<file path="config.mk">
export PLATFORM = sky130hd
export DESIGN_NAME = fetch_pc
export DESIGN_NICKNAME = d
export VERILOG_FILES = /design/src/rtl/fetch_pc.sv
export SDC_FILE = /design/constraint.sdc
export NUM_CORES = 1
export LEC_CHECK = 0
export ABC_AREA = 1
export CAP_MARGIN = 5
export CORE_ASPECT_RATIO = 2
export CORE_MARGIN = 4
export CORE_UTILIZATION = 40
export DETAILED_ROUTE_END_ITERATION = 16
export RECOVER_POWER = 25
export SYNTH_ARGS = -nofsm -noshare
export SYNTH_HDL_FRONTEND = slang
export SYNTH_SLANG_ARGS = --single-unit
</file>
<file path="constraint.sdc">
create_clock -name clk -period 3.7 [get_ports clk]
set_input_delay 1.11 -clock clk [delete_from_list [all_inputs] [get_ports clk]]
set_output_delay 1.11 -clock clk [all_outputs]
set_load 0.01 [all_outputs]
</file>
<file path="src/rtl/fetch_pc.sv">
// Fetch-stage program counter: conditional/relative branches, absolute jump,
// call/return through a circular return-address stack, and a decode flush pulse.
module fetch_pc #(
    parameter int unsigned       PC_W      = 16,
    parameter int unsigned       OFS_W     = 8,
    parameter int unsigned       CMP_W     = 8,
    parameter int unsigned       RAS_DEPTH = 4,
    parameter logic [PC_W-1:0]   RESET_PC  = '0
) (
    input  logic                           clk,
    input  logic                           reset,
    input  logic                           halt,
    input  logic                           branch,
    input  logic [2:0]                     br_mode,
    input  logic [CMP_W-1:0]               cmp,
    input  logic [OFS_W-1:0]               offset,
    input  logic [PC_W-1:0]                target,
    output logic [PC_W-1:0]                pc,
    output logic                           taken,
    output logic                           flush,
    output logic [$clog2(RAS_DEPTH):0]     ras_count,
    output logic                           ras_ovf,
    output logic                           ras_unf
);

    localparam int unsigned PTR_W = $clog2(RAS_DEPTH);
    localparam int unsigned CNT_W = PTR_W + 1;

    typedef enum logic [2:0] {
        M_BLT  = 3'b000,
        M_BNE  = 3'b001,
        M_BEQ  = 3'b010,
        M_BGE  = 3'b011,
        M_JMP  = 3'b100,
        M_CALL = 3'b101,
        M_RET  = 3'b110,
        M_JABS = 3'b111
    } br_mode_e;

    br_mode_e           mode;
    logic [PC_W-1:0]    pc_q, pc_d;
    logic [PTR_W-1:0]   ptr_q, ptr_d;
    logic [CNT_W-1:0]   cnt_q, cnt_d;
    logic               ovf_q, ovf_d;
    logic               unf_q, unf_d;
    logic               flush_q;
    logic [PC_W-1:0]    ras_q [RAS_DEPTH];
    logic               ras_we;
    logic [PC_W-1:0]    seq_pc, rel_pc, ras_top;
    logic               ras_empty, ras_full, cond;

    assign mode      = br_mode_e'(br_mode);
    assign seq_pc    = pc_q + PC_W'(1);
    assign rel_pc    = pc_q + PC_W'($signed(offset));
    assign ras_top   = ras_q[ptr_q - PTR_W'(1)];
    assign ras_empty = (cnt_q == '0);
    assign ras_full  = (cnt_q == CNT_W'(RAS_DEPTH));

    always_comb begin
        cond = 1'b0;
        unique case (mode)
            M_BLT:   cond = cmp[CMP_W-1];
            M_BNE:   cond = (cmp != '0);
            M_BEQ:   cond = (cmp == '0);
            M_BGE:   cond = !cmp[CMP_W-1];
            M_RET:   cond = !ras_empty;
            default: cond = 1'b1;
        endcase
    end

    assign taken = branch && !halt && cond;

    always_comb begin
        pc_d   = pc_q;
        ptr_d  = ptr_q;
        cnt_d  = cnt_q;
        ovf_d  = ovf_q;
        unf_d  = unf_q;
        ras_we = 1'b0;
        if (!halt) begin
            pc_d = seq_pc;
            if (taken) begin
                unique case (mode)
                    M_JABS:  pc_d = target;
                    M_RET:   pc_d = ras_top;
                    default: pc_d = rel_pc;
                endcase
            end
            // A full stack keeps its count; the write pointer wrapping onto the oldest entry overwrites it.
            if (branch && mode == M_CALL) begin
                ras_we = 1'b1;
                ptr_d  = ptr_q + PTR_W'(1);
                if (ras_full) ovf_d = 1'b1;
                else          cnt_d = cnt_q + CNT_W'(1);
            end
            if (branch && mode == M_RET) begin
                if (ras_empty) begin
                    unf_d = 1'b1;
                end else begin
                    ptr_d = ptr_q - PTR_W'(1);
                    cnt_d = cnt_q - CNT_W'(1);
                end
            end
        end
    end

    always_ff @(posedge clk or negedge reset) begin
        if (!reset) begin
            pc_q    <= RESET_PC;
            ptr_q   <= '0;
            cnt_q   <= '0;
            ovf_q   <= 1'b0;
            unf_q   <= 1'b0;
            flush_q <= 1'b0;
        end else begin
            pc_q    <= pc_d;
            ptr_q   <= ptr_d;
            cnt_q   <= cnt_d;
            ovf_q   <= ovf_d;
            unf_q   <= unf_d;
            flush_q <= taken;
        end
    end

    always_ff @(posedge clk) begin
        if (ras_we && reset) ras_q[ptr_q] <= seq_pc;
    end

    assign pc        = pc_q;
    assign flush     = flush_q;
    assign ras_count = cnt_q;
    assign ras_ovf   = ovf_q;
    assign ras_unf   = unf_q;

endmodule

</file>
==> run metrics <==
required time of the critical path=approximately 2.6 ns; slowest CP cell=clkdlybuf4s50_1; Pwr Total=approximately 0.0043 W; # DRC=0; GRT Total Usage=between 10% and 20%; initial antenna violation count=0; Skew-Pair Late Insertion Delay=approximately 0.33 ns; Tcrit/Tclk final=between 90% and 100%; root buf cell=clkbuf_16; Initial Util=between 40% and 50%; Critical Path Max Stage Delay=approximately 0.47 ns; final setup margin=0.190 ns; layout cells sized above 1=roughly 8.0%; drt first pass iters=5; Final Util=between 40% and 50%; CTS H-tree depth=3; Die Ht=172 um; sum of buffers and inverters on the critical path=4; pwr/cell area=between 600 and 700 nW/um2; Worst-Margin Slew=1.44 ns; Setup Skew=0.00693 ns; leading cell type in the layout, fill and taps excluded=nand2_1; Die ar.=15,400 um2; CTS tree=built; Slew Limit Fails=0; maximum VDD drop=between 200 and 300 uV; final hold violations=0; wire length per cell=around 17 um; via count=4,582; WHS=0.506 ns; vias in the first global route=between 4,000 and 5,000; Total Routed Length=~15 mm; count of unique library cells instantiated by Yosys=45; Worst EP arrival=roughly 2.4 ns; worst-path maximum fanout=5; Critical Path Start Type=input port; CP Capture Type=output port; GRT Residual Overflow=0; ant diodes=0; first-pass GRT wire length=23.5 mm; Via density=~5.2; Clock Path Buffers=2; Worst Path Class, Setup=input port to output port; Hold Crit Class=flop to flop; most frequent cells in the layout=nand2_1 (195), inv_1 (73), edfxtp_1 (64); sequential-to-total area share from yosys stat=47.0%; DP Area=~6200 um2; synthesized net count=710; Cells after Synth=about 650; Final Cell Area=about 6500 um2; Die X=89.9 um; final setup vio count=0; routability cong.=0.898; FF+latch count, synth=88; Inserted Clock Buffers=9; RSZ-0062 raised after global routing=no; status=complete, no violations; fillcell total=between 1,000 and 1,500; critical path, cell by cell=clkdlybuf4s50_1, inv_2, nand2_1, nand3b_1, a21oi_2, nand3_4, nand2_4, inv_4, clkbuf_2; max_cap viols=0; Multi-input gate area=around 2400 um2; initial DRC count=around 190; Top delay family on crit path=buffers and inverters; CTS Hold Bufs=0; Syn. warnings=0; Buffers on Ports=between 60 and 70; FF+latch area=about 2500 um2; pre-CTS WS=-0.248 ns; Syn-to-layout area delta=20.9%; Core ar.=~13,000 um2; nets@finish=785; Min Clock Period, post-route=~3.5 ns; leakage=2.88 nW; Worst slew margin=about 3.8%; largest net degree at the start of global routing=36; dpl hpwl=~11 mm; Worst-path clk slew=approximately 0.06 ns; Syn Std Cell Area=about 5400 um2; IO Pins=62; antenna-violating nets left=0; FP Rows=59; Max Freq=roughly 280 MHz; Avg Cell Area, Syn=a little over 8 um2; clk sinks=88
## synth_stat cells, drive strengths merged
library cell	instances	area share, %
nand4	8	1.0
nand2	200	14
o22ai	10	1.2
o211ai	7	0.98
mux2	1	0.21
o21ai	33	3.1
xor2	13	2.3
nand3b	2	0.28
a22o	4	0.65
or2	3	0.35
xnor2	5	0.82
a21oi	14	1.6
buf	10	1.1
a22oi	4	0.56
and2	2	0.23
fa	1	0.37
o21bai	1	0.14
nor2	66	5.0
nor3	5	0.68
ha	23	5.4
o221ai	1	0.16
inv	77	5.5
clkbuf	7	0.51
nand3	57	5.8
edfxtp	64	36
dfrtp	24	11
a31o	1	0.16
a31oi	4	0.47
## per-layer routing
| metal | GRT usage (%) | part of all wire [%] | up-vias |
|---|---|---|---|
| met1 | 21.3 | 37 | 2171 |
| met5 | 0 | 0 | - |
| met2 | 38.0 | 56 | 94 |
| met3 | 2.01 | 2.7 | 30 |
| met4 | 9.34 | 4.1 | 0 |
| li1 | - | - | 2287 |
## path summary, 6_finish.rpt
kind | endpoint | slack, ns | cells past startpoint | startpoint
max in group asynchronous | flush | 1.17 | 2 | reset
max | taken | 0.19 | 9 | br_mode[0]
min reg2reg | ras_unf | 0.51 | 1 | ras_unf
min | ras_unf | 0.51 | 1 | ras_unf
min in group asynchronous | ras_ovf | 1.68 | 2 | reset
max reg2reg | pc[2] | 1.46 | 8 | ptr_q[1]
## flip-flops by register name, summed over array words and instances (netlist names)
signal     cells
ras_unf        1
ras_q         64
ras_ovf        1
ras_count      3
flush          1
pc            16
ptr_q          2
## cell families (layout without fill, tap and decap cells)
logic type / count (synthesis) / after routing / synth area share [%]
simple gates: 343 / 343 / 27.9
xor+xnor: 18 / 18 / 3.08
flops: 88 / 88 / 47.0
mux: 1 / 1 / 0.210
compound gates: 79 / 79 / 8.95
fa+ha+maj: 24 / 24 / 5.73
buf+inv: 94 / 174 / 7.09
## area by class of cell
type	count	area share [%]
Sequential cell	88	38.9
Clock inverter	3	0.675
Clock buffer	13	3.70
Inverter	77	4.53
Multi-Input combinational cell	465	37.7
Timing Repair Buffer	81	11.6
Tap cell	152	2.93
## stage by stage
stage	cells	TNS (ns)
floorplan	647	0
global placement	863	-0.216
detailed placement	863	-0.248
CTS	879	0
global route	879	0
finish	879	0
## where the power goes
group / leakage [nW] / internal, W / total (W) / switching, W
logic: 1.86 / 0.000775 / 0.00200 / 0.00122
clock network: 0.138 / 0.000524 / 0.000867 / 0.000343
registers: 0.882 / 0.00125 / 0.00143 / 0.000178
## worst register-to-register path: cells and delay by family (launching register included)
family                   cells  cell delay, ns
AO/OA/AOI/OAI                4            0.75
flip-flops                   1            0.39
buffers and inverters        3            0.75
adder cells (fa/ha/maj)      1            0.27
## repair_timing
item                                    in CTS  in global routing
buffers inserted                             0                  0
endpoints found under the setup margin       1                  1
resized for setup                            5                  3
pin swaps                                    0                  3
No activity file was read; power rests on OpenSTA's default activity.
